--- src/rtl/result_reader_pkg.sv ---
// Shared types and default widths for the result-memory read-back engine.
// Defaults match the 8x8 approximate multiplier datapath.
package result_reader_pkg;

  localparam int unsigned DATA_W_DEF = 16;
  localparam int unsigned ADDR_W_DEF = 4;
  localparam int unsigned DEPTH_DEF  = 16;

  typedef enum logic [2:0] {
    IDLE = 3'd0,
    ADDR = 3'd1,
    CAP  = 3'd2,
    SEND = 3'd3,
    FIN  = 3'd4
  } state_e;

endpackage

--- src/rtl/result_reader.sv ---
// Walks the multiplier result memory from address 0 and streams each
// product out on a valid/ready interface, one word per read.
module result_reader
  import result_reader_pkg::*;
#(
  parameter int unsigned DATA_W = DATA_W_DEF,
  parameter int unsigned ADDR_W = ADDR_W_DEF,
  parameter int unsigned DEPTH  = DEPTH_DEF
) (
  input  logic              clk,
  input  logic              rst,
  input  logic              start,
  input  logic [ADDR_W:0]   num_words,
  output logic              rd_en,
  output logic [ADDR_W-1:0] rd_addr,
  input  logic [DATA_W-1:0] rd_data,
  output logic [DATA_W-1:0] out_data,
  output logic              out_valid,
  input  logic              out_ready,
  output logic              busy,
  output logic              rd_done
);

  localparam int unsigned     CNT_W   = ADDR_W + 1;
  localparam logic [CNT_W-1:0] DEPTH_C = CNT_W'(DEPTH);

  state_e              state_q, state_d;
  logic [CNT_W-1:0]    cnt_q, cnt_d;
  logic [CNT_W-1:0]    limit_q, limit_d;
  logic [CNT_W-1:0]    clamp_c;
  logic                rd_en_q, rd_en_d;
  logic [ADDR_W-1:0]   rd_addr_q, rd_addr_d;
  logic [DATA_W-1:0]   out_data_q, out_data_d;
  logic                out_valid_q, out_valid_d;
  logic                busy_q, busy_d;
  logic                rd_done_q, rd_done_d;

  // Controller: next state, word counter and registered strobes.
  always_comb begin
    state_d     = state_q;
    cnt_d       = cnt_q;
    limit_d     = limit_q;
    rd_addr_d   = rd_addr_q;
    out_data_d  = out_data_q;
    out_valid_d = out_valid_q;
    rd_en_d     = 1'b0;
    rd_done_d   = 1'b0;
    busy_d      = 1'b0;
    clamp_c     = (num_words > DEPTH_C) ? DEPTH_C : num_words;

    unique case (state_q)
      IDLE: begin
        if (start) begin
          limit_d = clamp_c;
          cnt_d   = '0;
          state_d = (clamp_c == '0) ? FIN : ADDR;
        end
      end
      ADDR: state_d = CAP;
      CAP: begin
        out_data_d  = rd_data;
        out_valid_d = 1'b1;
        state_d     = SEND;
      end
      SEND: begin
        if (out_ready) begin
          out_valid_d = 1'b0;
          if (cnt_q == limit_q - CNT_W'(1)) begin
            state_d = FIN;
          end else begin
            cnt_d   = cnt_q + CNT_W'(1);
            state_d = ADDR;
          end
        end
      end
      FIN:     state_d = IDLE;
      default: state_d = IDLE;
    endcase

    // Strobes are registered, so they are decoded from the state being entered.
    if (state_d == ADDR) begin
      rd_en_d   = 1'b1;
      rd_addr_d = ADDR_W'(cnt_d);
    end
    rd_done_d = (state_d == FIN);
    busy_d    = (state_d != IDLE);
  end

  // State and output holding registers.
  always_ff @(posedge clk) begin
    if (rst) begin
      state_q     <= IDLE;
      cnt_q       <= '0;
      limit_q     <= '0;
      rd_en_q     <= 1'b0;
      rd_addr_q   <= '0;
      out_data_q  <= '0;
      out_valid_q <= 1'b0;
      busy_q      <= 1'b0;
      rd_done_q   <= 1'b0;
    end else begin
      state_q     <= state_d;
      cnt_q       <= cnt_d;
      limit_q     <= limit_d;
      rd_en_q     <= rd_en_d;
      rd_addr_q   <= rd_addr_d;
      out_data_q  <= out_data_d;
      out_valid_q <= out_valid_d;
      busy_q      <= busy_d;
      rd_done_q   <= rd_done_d;
    end
  end

  assign rd_en     = rd_en_q;
  assign rd_addr   = rd_addr_q;
  assign out_data  = out_data_q;
  assign out_valid = out_valid_q;
  assign busy      = busy_q;
  assign rd_done   = rd_done_q;

endmodule

--- config.mk ---
export PLATFORM = sky130hd
export DESIGN_NAME = result_reader
export DESIGN_NICKNAME = d
export VERILOG_FILES = /design/src/rtl/result_reader_pkg.sv /design/src/rtl/result_reader.sv
export SDC_FILE = /design/constraint.sdc
export NUM_CORES = 1
export LEC_CHECK = 0
export ABC_CLOCK_PERIOD_IN_PS = 2350
export BUFFER_PORTS_ARGS = -buffer_cell sky130_fd_sc_hd__buf_4
export CORE_AREA = 2 2 61 63
export CTS_CLUSTER_SIZE = 30
export DETAILED_ROUTE_END_ITERATION = 16
export DIE_AREA = 0 0 63 65
export PLACE_DENSITY = 0.82
export SKIP_LAST_GASP = 1
export SYNTH_ARGS = -nofsm -noshare
export SYNTH_HDL_FRONTEND = slang
export SYNTH_SLANG_ARGS = --single-unit
--- constraint.sdc ---
create_clock -name clk -period 2.35 [get_ports clk]
set_input_delay 0.235 -clock clk [delete_from_list [all_inputs] [get_ports clk]]
set_output_delay 0.235 -clock clk [all_outputs]
set_load 0.01 [all_outputs]
==> flow_summary.yaml, run 1 <==
routing:
  drt-vias-per-instance: 5.18
  num_vias: 1482
  dr.pass1.iters: 4
  drtIter0Drc: 30
  drc: 0
  drt.antenna.violating_nets: 0
  wl_um: 3640
  wl_per_cell_um: 12.7
worst_setup_path:
  r2r_end: "rd_addr[3]$_SDFFE_PP0N_"
  critPathLaunchType: "flip-flop"
  critPathBufInv: 1
  crit_path_end_kind: "flip-flop"
  slowest_stage: "dfxtp_1"
  cp_max_fo: 6
  required_ns: 2.59
  slowest_delay_ns: 0.41
  crit_family: "compound AO/OA/AOI/OAI gates"
  cp_cell_sequence: "inv_1 -> ha_1 -> nand2b_1 -> a21boi_0 -> a2bb2oi_1 -> o21a_2 -> mux2_2"
  r2r_slack_ns: 0.33
  rr_startpoint: "limit_q[0]$_SDFFE_PP0P_"
  arrival_ns: 2.26
  reg2regPathDepth: 7
  crit_type: "flip-flop to flip-flop"
place:
  gp_congestion: 0.855
  dp_hpwl_um: 2590
  port-buffer-count: 48
sta:
  finalSetupViolCount: 0
  rsz0062_at_grt: "false"
  fin_crit_ns: 2.02
  fmax_ghz: 0.495
  fin_skew_ns: 0.00231
  fin_crit_sh_pct: 86.0
  slew_viol_final: 0
  slew_headroom_pct: 70.1
  finalHoldViolations: 0
  worst_pin_slew_ns: 0.446
  final.setup.tns_ns: 0
min_path:
  hp-class: "input pin to flip-flop"
  min_delay_path_depth: 2
  min_to: "state_q[1]$_SDFF_PP0_"
  min-delay-start: "out_ready"
final_layout:
  final_util_pct: 60.8
  mostFrequentLayoutCell: "buf_4"
  multi_input_area_um2: 853
  nFillCells: 327
  final_cell_mix: "buf_4, nand2_1, dfxtp_1, a21oi_1, nor2_1"
  area_growth_pct: 28.5
  drive_gt1_share_pct: 29.8
  diodes: 0
  regArea_um2: 741
  finalNetCount: 264
clock_tree:
  cts_tree: "done"
  cts.path.max_buffers: 2
  cts_root_buf: "clkbuf_4"
  clkTransAtPathRegs_ns: 0.11
  postCtsSetupRepairBufs: 0
  clock_sinks: 37
  cts_inserted_buffers: 5
  clock_latency_ns: 0.34
  htreeDepth: 2
  post_cts_resized: 0
  postCtsHoldBufs: 0
global_routing:
  use_met1_pct: 22.1
  grt_busiest_layer: "met2"
  grt_pass1_vias: 1497
  grt_usage_pct: 19.6
  grt_pass1_wl_um: 6360
  grt-ovfl-total: 0
  use_met3_pct: 6.77
  antenna_found_initial: 0
  grtUsageMet2_pct: 34.4
  grt_max_degree: 35
synth:
  synthAdderAreaFrac_pct: 1.51
  synth.distinct_cells: 41
  synth_compound_area_share_pct: 16.0
  syn_area_um2: 1650
  synthCells: 190
  yosys_warnings: 0
  synth_nets: 217
  ys_ff_latch: 37
  synth_top_family_by_area: "simple AND/OR/NAND/NOR gates"
  syn_area_per_cell_um2: 8.71
  synth_simple_gate_area_share_pct: 26.9
  synthMuxAreaShare_pct: 4.01
  synth_xor_area_share_pct: 3.18
  yosysSeqAreaShare_pct: 44.8
die:
  initial_core_util_pct: 47.3
  die_y_um: 65
  die_x_um: 63
  std_cell_rows: 22
  die_area_um2: 4100
  core_um2: 3500
  ioPinCount: 49
pwr:
  power_density_nw_per_um2: 654
  p_int_w: 0.00103
  peakVddDrop_mv: 0.415
  swShare_pct: 26.1
  p_clk_share_pct: 33.2
  switchingPower_w: 0.000363
  p_comb_share_pct: 17.0
  p_leak_nw: 0.873
  pwr-share-seq_pct: 49.8
job:
  drv_cap: 0
status:
  run_status: "complete, no violations"
==> metrics by stage <==
step                      instances  setup slack, ns  area, um2  hold WS (ns)  power (W)
after floorplan                 190            0.369       1650         0.335   0.000848
after global placement          278            0.428       2040         0.442   0.000940
after detailed placement        278            0.374       2040         0.447   0.000945
after CTS                       286            0.315       2130        0.0977    0.00140
after global routing            286            0.170       2130        0.0921    0.00146
final                           286            0.329       2130         0.106    0.00139
==> state kept, by name (all words and copies together) (netlist names) <==
name	cells
busy	1
cnt_q	5
limit_q	5
out_data	16
out_valid	1
rd_addr	4
rd_done	1
rd_en	1
state_q	3
==> how the worst max path moves through the flow <==
stage,from,slack (ns),cells after the start,end
floorplan,limit_q[0]$_SDFFE_PP0P_,0.37,6,rd_addr[3]$_SDFFE_PP0N_
global placement,limit_q[0]$_SDFFE_PP0P_,0.43,7,rd_addr[3]$_SDFFE_PP0N_
detailed placement,limit_q[0]$_SDFFE_PP0P_,0.37,7,rd_addr[3]$_SDFFE_PP0N_
CTS,limit_q[0]$_SDFFE_PP0P_,0.31,7,rd_addr[3]$_SDFFE_PP0N_
global route,limit_q[0]$_SDFFE_PP0P_,0.17,7,rd_addr[3]$_SDFFE_PP0N_
finish,limit_q[0]$_SDFFE_PP0P_,0.33,7,rd_addr[3]$_SDFFE_PP0N_
==> worst reg2reg max path: stages (launching register included) <==
cell and delay, ns:
dfxtp_1 0.41, inv_1 0.06, ha_1 0.24, nand2b_1 0.15, a21boi_0 0.20, a2bb2oi_1 0.27
o21a_2 0.24, mux2_2 0.34
==> cells in the mapped netlist <==
cell	number	area share, %
o211ai_1	2	0.91
mux2i_1	1	0.61
nand4_1	1	0.38
nor4b_4	1	1.4
nand2b_1	1	0.38
or2_1	1	0.38
nand3_1	2	0.61
o2111ai_1	1	0.53
nor3_1	2	0.61
ha_1	2	1.5
buf_6	1	0.68
nor2b_1	2	0.76
a31oi_1	3	1.1
and4b_1	1	0.61
dfxtp_1	37	45
nand2_1	42	9.5
a21oi_2	1	0.53
nor4_4	1	1.3
mux2_2	5	3.4
nand3b_1	5	2.3
a21oi_1	24	7.3
nor3_2	1	0.61
a32o_1	2	1.2
nand4b_1	1	0.53
or4b_4	1	0.83
xor2_1	1	0.53
or3b_2	1	0.53
clkbuf_1	6	1.4
o21ai_0	4	1.2
inv_1	3	0.68
a211oi_2	1	0.76
or3_1	2	0.76
o21a_2	1	0.53
o31a_1	1	0.53
nor2_1	12	2.7
and3_1	5	1.9
buf_2	3	0.91
a21boi_0	2	0.91
nor3b_2	1	0.76
a2bb2oi_1	1	0.53
xnor2_1	5	2.6
==> cells by family (layout without fill, tap and decap cells) <==
group,Yosys count,in the layout
simple gates,83,83
fa+ha+maj,2,2
mux,6,6
buf+inv,13,61
xor+xnor,6,6
compound gates,43,43
flops,37,37
==> per-layer routing <==
metal	routed length [um]	part of all wire (%)
met1	1580	43
met2	1800	49
met3	214	5.9
met5	0	0
met4	50	1.4
==> cell type report <==
class | instances | share of cell area [%]
Clock buffer | 7 | 2.59
Clock inverter | 1 | 1.41
Inverter | 3 | 0.530
Multi-Input combinational cell | 140 | 40.1
Sequential cell | 37 | 34.8
Tap cell | 48 | 2.83
Timing Repair Buffer | 50 | 17.7
==> power by group through the flow <==
stage | sequential (W) | clock, W | combinational [W]
6_report | 0.000693 | 0.000461 | 0.000236
3_3_place_gp | 0.000706 | 0 | 0.000234
5_1_grt | 0.000699 | 0.000499 | 0.000262
2_1_floorplan | 0.000705 | 0 | 0.000143
3_5_place_dp | 0.000707 | 0 | 0.000238
4_1_cts | 0.000693 | 0.000473 | 0.000239
Power figures use the tool's default switching activity.
==> run 2: changes to the inputs <==
--- a/config.mk
+++ b/config.mk
@@ -5,7 +5,7 @@
 export SDC_FILE = /design/constraint.sdc
 export NUM_CORES = 1
 export LEC_CHECK = 0
-export ABC_CLOCK_PERIOD_IN_PS = 2350
+export ABC_CLOCK_PERIOD_IN_PS = 2000
 export BUFFER_PORTS_ARGS = -buffer_cell sky130_fd_sc_hd__buf_4
 export CORE_AREA = 2 2 61 63
 export CTS_CLUSTER_SIZE = 30
==> constraint.sdc (replaced) <==
create_clock -name clk -period 2 [get_ports clk]
set_input_delay 0.2 -clock clk [delete_from_list [all_inputs] [get_ports clk]]
set_output_delay 0.2 -clock clk [all_outputs]
set_load 0.01 [all_outputs]
==> run 2 against run 1 <==
Net effect: die area unchanged; utilization increased by 0.54 points; worst hold slack got worse by 0.036 ns; wire length increased by 5.1%; non-clock buffer count increased by 5; sequential share of layout area decreased by 0.25 points; combinational power increased by 29%; sequential power increased by 17%; first-iteration DRC count increased by 3.3%; largest cell class unchanged; global-route usage decreased by 0.45 points; register-to-register slack got worse by 0.21 ns.
==> flow_summary.yaml, run 2 (synthesis results as in run 1) <==
worst_setup_path:
  r2r_end: "cnt_q[3]$_SDFF_PP0_"
  r2r_slack_ns: 0.12
  crit_path_end_kind: "flip-flop"
  crit_type: "flip-flop to flip-flop"
  rr_startpoint: "limit_q[1]$_SDFFE_PP0P_"
  cp_max_fo: 5
  arrival_ns: 2.11
  critPathLaunchType: "flip-flop"
  required_ns: 2.23
  reg2regPathDepth: 7
sta:
  final.setup.tns_ns: 0
  layout_setup_ws_ns: 0.120
  fin_crit_sh_pct: 94.0
  worst_pin_slew_ns: 0.354
  finalHoldViolations: 0
  rsz0062_at_grt: "false"
  fin_crit_ns: 1.88
  slew_headroom_pct: 76.3
  finalSetupViolCount: 0
  fmax_ghz: 0.532
  fin_skew_ns: 0.0125
  hold_slack_ns: 0.0700
  slew_viol_final: 0
routing:
  drt.antenna.violating_nets: 0
  drtIter0Drc: 31
  wl_per_cell_um: 13.1
  drt-vias-per-instance: 5.18
  wl_um: 3830
  dr.pass1.iters: 4
  num_vias: 1508
  drc: 0
min_path:
  min-delay-start: "out_ready"
  min_to: "state_q[1]$_SDFF_PP0_"
  hp-class: "input pin to flip-flop"
  min_delay_path_depth: 2
clock_tree:
  cts_inserted_buffers: 5
  cts_root_buf: "clkbuf_4"
  cts_tree: "done"
  postCtsSetupRepairBufs: 0
  cts.path.max_buffers: 2
  clock_latency_ns: 0.34
  htreeDepth: 2
  clkTransAtPathRegs_ns: 0.10
  clock_sinks: 37
pwr:
  p_leak_nw: 0.882
  peakVddDrop_mv: 0.417
  power_w: 0.00149
  power_density_nw_per_um2: 696
final_layout:
  design_area_um2: 2140
  finalNetCount: 269
  nFillCells: 310
  regArea_um2: 742
  area_growth_pct: 29.7
  mostFrequentLayoutCell: "buf_4"
  largest_reg_flops: 16
  multi_input_area_um2: 870
  drive_gt1_share_pct: 31.7
  diodes: 0
  final_cell_mix: "buf_4, nand2_1, dfxtp_1, a21oi_1, nor2_1"
global_routing:
  antenna_found_initial: 0
  grt_max_degree: 35
  grt_usage_pct: 19.2
  grt_pass1_vias: 1428
  grt-ovfl-total: 0
  grt_pass1_wl_um: 6210
die:
  core_um2: 3500
  std_cell_rows: 22
  die_x_um: 63
  die_y_um: 65
  die_area_um2: 4100
  ioPinCount: 49
  initial_core_util_pct: 47.3
job:
  drv_cap: 0
place:
  dp_slack_ns: 0.0561
  gp_congestion: 0.853
  dp_hpwl_um: 2650
  place_area_um2: 2080
  port-buffer-count: 48
status:
  run_status: "complete, no violations"
-- run 2: cell types whose count changed in the layout (fill, tap and decap cells not counted), sizes merged --
cell and change:
buf +5, clkbuf +1, bufinv -1
-- run 2: how the worst max path moves through the flow --
stage / start / endpoint / cells after the start
2_1_floorplan: limit_q[0]$_SDFFE_PP0P_ / rd_addr[3]$_SDFFE_PP0N_ / 6
3_3_place_gp: limit_q[1]$_SDFFE_PP0P_ / cnt_q[0]$_SDFF_PP0_ / 7
3_5_place_dp: limit_q[1]$_SDFFE_PP0P_ / cnt_q[3]$_SDFF_PP0_ / 7
4_1_cts: limit_q[1]$_SDFFE_PP0P_ / cnt_q[3]$_SDFF_PP0_ / 7
5_1_grt: limit_q[1]$_SDFFE_PP0P_ / cnt_q[3]$_SDFF_PP0_ / 7
6_report: limit_q[1]$_SDFFE_PP0P_ / cnt_q[3]$_SDFF_PP0_ / 7
-- run 2: report_power, final --
group	internal (W)	switching, W
Combinational	0.000149	0.000156
Clock	0.000140	0.000234
Sequential	0.000778	0.0000354
Total	0.00107	0.000426
-- run 2: repair_timing --
action / CTS / global route
gates resized for setup: 0 / 4
hold buffers: 0 / 0
endpoints found under the hold margin: 0 / 0
setup endpoints to repair: 0 / 5
-- run 2: worst max-delay path: stages (launching register included) --
cell and delay (ns):
dfxtp_2 0.34, inv_1 0.05, ha_1 0.22, xor2_1 0.20, o21ai_0 0.09, or2_4 0.28, a211oi_2 0.23, mux2_2 0.35
-- run 2: cell type report --
type                    count  area share, %
multi-input cells         140           40.5
flip-flops and latches     37           34.6
repair buffers             55           19.3
well taps                  48           2.80
clock buffers               8           2.28
inverters                   3          0.525
-- run 2: metrics by stage --
step	cells	util, %
final	291	61.3
after global routing	291	61.3
after CTS	291	60.8
after detailed placement	283	59.4
after global placement	283	59.4
after floorplan	190	-
-- run 2: per-layer routing --
layer,share of wire [%],vias up,GRT usage (%)
met5,0,-,0
met4,1.5,0,8.06
met3,7.5,7,5.56
met2,49,58,32.4
met1,42,682,22.7
li1,-,761,-
==> run 3: changes to the inputs <==
--- a/config.mk
+++ b/config.mk
@@ -5,13 +5,14 @@
 export SDC_FILE = /design/constraint.sdc
 export NUM_CORES = 1
 export LEC_CHECK = 0
+export ABC_AREA = 1
 export ABC_CLOCK_PERIOD_IN_PS = 2000
 export BUFFER_PORTS_ARGS = -buffer_cell sky130_fd_sc_hd__buf_4
 export CORE_AREA = 2 2 61 63
 export CTS_CLUSTER_SIZE = 30
 export DETAILED_ROUTE_END_ITERATION = 16
 export DIE_AREA = 0 0 63 65
-export PLACE_DENSITY = 0.82
+export PLACE_DENSITY = 0.83
 export SKIP_LAST_GASP = 1
 export SYNTH_ARGS = -nofsm -noshare
 export SYNTH_HDL_FRONTEND = slang
==> run 3 against run 2 <==
Net effect: critical path type unchanged; utilization down 0.29 points; combinational power up 28%; critical endpoint is now rd_addr[3]$_SDFFE_PP0N_; sequential cell count unchanged; final cell count up 15%.
==> flow_summary.yaml, run 3 <==
status:
  run_status: "complete, no violations"
sta:
  rsz0062_at_grt: "false"
  slew_viol_final: 0
  fin_crit_sh_pct: 90.1
  slew_headroom_pct: 68.8
  final.setup.tns_ns: 0
  worst_pin_slew_ns: 0.465
  finalHoldViolations: 0
  fmax_ghz: 0.555
  fin_skew_ns: 0.00865
  fin_crit_ns: 1.80
  finalSetupViolCount: 0
routing:
  dr.pass1.iters: 5
  drc: 0
  drt-vias-per-instance: 4.82
  drt.antenna.violating_nets: 0
  num_vias: 1616
  drtIter0Drc: 70
  wl_per_cell_um: 10.6
  wl_um: 3550
worst_setup_path:
  slowest_delay_ns: 0.37
  crit_type: "flip-flop to flip-flop"
  cp.depth: 15
  arrival_ns: 2.06
  reg2regPathDepth: 15
  cp_cell_sequence: "inv_1 -> ha_1 -> inv_1 -> nand2_1 -> nand2_1 -> nor2_1 -> nand2_1 -> nor2_4 -> nand2_4 -> nand2_4 -> nand3_4 -> nand2_4 -> nand2_1 -> nand2_1 -> nor2_1"
  rr_startpoint: "limit_q[0]$_SDFFE_PP0P_"
  crit_path_end_kind: "flip-flop"
  critPathBufInv: 2
  cp_max_fo: 9
  cp-endpoint: "rd_addr[3]$_SDFFE_PP0N_"
  slowest_stage: "dfxtp_1"
  startpoint: "limit_q[0]$_SDFFE_PP0P_"
  crit_family: "simple AND/OR/NAND/NOR gates"
  critPathLaunchType: "flip-flop"
  r2r_end: "rd_addr[3]$_SDFFE_PP0N_"
  critPathMostFrequentCell: "nand2_1"
  required_ns: 2.26
  r2r_slack_ns: 0.20
synth:
  yosys_warnings: 0
  synth_most_common_cell: "nor2_1"
  ys.flop_type: "dfxtp_1"
  synthTopCellsByArea: "dfxtp_1, nor2_1, nand2_1"
  synth.largest_area_cell: "dfxtp_1"
  yosysSeqAreaShare_pct: 44.7
  synth_edf_count: 0
  synth_nets: 263
  synthCells: 236
  syn_area_per_cell_um2: 7.02
  yosysTopAreaCellShare_pct: 44.7
  ys_ff_latch: 37
  syn_area_um2: 1660
  synth_common_cells: "nor2_1, nand2_1, dfxtp_1"
  synth.distinct_cells: 24
  async_flop_share_pct: 0
place:
  gp_congestion: 0.815
  dp_hpwl_um: 2620
  port-buffer-count: 48
final_layout:
  area_growth_pct: 28.9
  nFillCells: 336
  regArea_um2: 741
  finalNetCount: 313
  mostFrequentLayoutCell: "nor2_1"
  drive_gt1_share_pct: 24.7
  final_util_pct: 61.1
  largest_reg_flops: 16
  multi_input_area_um2: 802
  final_cell_mix: "nor2_1, buf_4, nand2_1, dfxtp_1, inv_1"
  diodes: 0
pwr:
  swShare_pct: 29.6
  switchingPower_w: 0.000500
  p_leak_nw: 1.05
  power_density_nw_per_um2: 790
  pwr-share-seq_pct: 50.2
  peakVddDrop_mv: 0.601
  p_int_w: 0.00119
  p_comb_share_pct: 23.1
  p_clk_share_pct: 26.8
clock_tree:
  cts_inserted_buffers: 5
  postCtsHoldBufs: 0
  post_cts_resized: 0
  clock_latency_ns: 0.34
  htreeDepth: 2
  cts_root_buf: "clkbuf_4"
  cts_tree: "done"
  postCtsSetupRepairBufs: 0
  cts.path.max_buffers: 2
  clock_sinks: 37
  clkTransAtPathRegs_ns: 0.11
die:
  initial_core_util_pct: 47.4
  die_x_um: 63
  die_area_um2: 4100
  die_y_um: 65
  core_um2: 3500
  ioPinCount: 49
  std_cell_rows: 22
global_routing:
  grt_pass1_vias: 1496
  grt_max_degree: 21
  grt_pass1_wl_um: 6290
  antenna_found_initial: 0
  grt-ovfl-total: 0
  grt_usage_pct: 19.2
min_path:
  hp-class: "input pin to flip-flop"
job:
  drv_cap: 0
==> run 3: cell types whose count changed after synthesis, moves of 4 or more <==
| cell | before | now |
|---|---|---|
| a21oi_1 | 24 | 12 |
| and3_1 | 5 | 0 |
| inv_1 | 3 | 20 |
| mux2_2 | 5 | 0 |
| nand2_1 | 42 | 46 |
| nand3_1 | 2 | 14 |
| nand3b_1 | 5 | 1 |
| nor2_1 | 12 | 57 |
| o21ai_0 | 4 | 18 |
| xnor2_1 | 5 | 0 |
==> run 3: cell type report <==
class | count | share of cell area [%]
Timing Repair Buffer | 50 | 17.6
Tap cell | 48 | 2.81
Clock inverter | 1 | 0.234
Clock buffer | 7 | 3.05
Inverter | 23 | 4.04
Multi-Input combinational cell | 169 | 37.6
Sequential cell | 37 | 34.7
==> run 3: worst min path at each step <==
stage,depth (start not counted),startpoint,end
final,3,rd_data[12],out_data[12]$_SDFFE_PP0P_
after global routing,3,rd_data[12],out_data[12]$_SDFFE_PP0P_
after CTS,3,rd_data[12],out_data[12]$_SDFFE_PP0P_
after detailed placement,3,rd_data[12],out_data[12]$_SDFFE_PP0P_
after global placement,3,rd_data[3],out_data[3]$_SDFFE_PP0P_
after floorplan,2,rd_data[0],out_data[0]$_SDFFE_PP0P_
==> run 3: cells by family after synthesis <==
family	after synthesis	share of synthesized area [%]
DFF	37	44.7
AOI/OAI and AO/OA	33	10.3
and+or+nand+nor	133	36.0
adders and majority gates	2	1.51
buffers and inverters	30	6.87
xor gates and xnor gates	1	0.529
==> run 3: power groups by stage <==
| stage | registers (W) | clock network, W | logic, W |
|---|---|---|---|
| CTS | 0.000847 | 0.000461 | 0.000393 |
| finish | 0.000846 | 0.000451 | 0.000389 |
| global placement | 0.000861 | 0 | 0.000384 |
| global route | 0.000855 | 0.000492 | 0.000443 |
| floorplan | 0.000885 | 0 | 0.000198 |
| detailed placement | 0.000862 | 0 | 0.000391 |
==> run 3: metrics by stage <==
| step | hold WS (ns) | area [um2] | total power (W) | worst slack [ns] | cells |
|---|---|---|---|---|---|
| floorplan | 0.335 | 1660 | 0.00108 | 0.367 | 236 |
| global placement | 0.421 | 2060 | 0.00125 | 0.296 | 327 |
| detailed placement | 0.427 | 2060 | 0.00125 | 0.216 | 327 |
| CTS | 0.0612 | 2130 | 0.00170 | 0.192 | 335 |
| global route | 0.0728 | 2130 | 0.00179 | 0.00643 | 335 |
| finish | 0.0685 | 2130 | 0.00169 | 0.198 | 335 |
==> run 3: layer usage <==
| layer | track usage [%] | up-vias | wire length [um] |
|---|---|---|---|
| met2 | 32.4 | 57 | 1630 |
| met3 | 5.73 | 8 | 254 |
| met4 | 6.94 | 0 | 56 |
| met1 | 23.0 | 703 | 1610 |
| li1 | - | 848 | - |
| met5 | 0 | - | 0 |
==> run 3: worst register-to-register path, stage by stage (launching register included) <==
cell,delay (ns)
dfxtp_1,0.37
inv_1,0.08
ha_1,0.30
inv_1,0.05
nand2_1,0.05
nand2_1,0.04
nor2_1,0.08
nand2_1,0.09
nor2_4,0.12
nand2_4,0.09
nand2_4,0.10
nand3_4,0.08
nand2_4,0.11
nand2_1,0.06
nand2_1,0.06
nor2_1,0.04
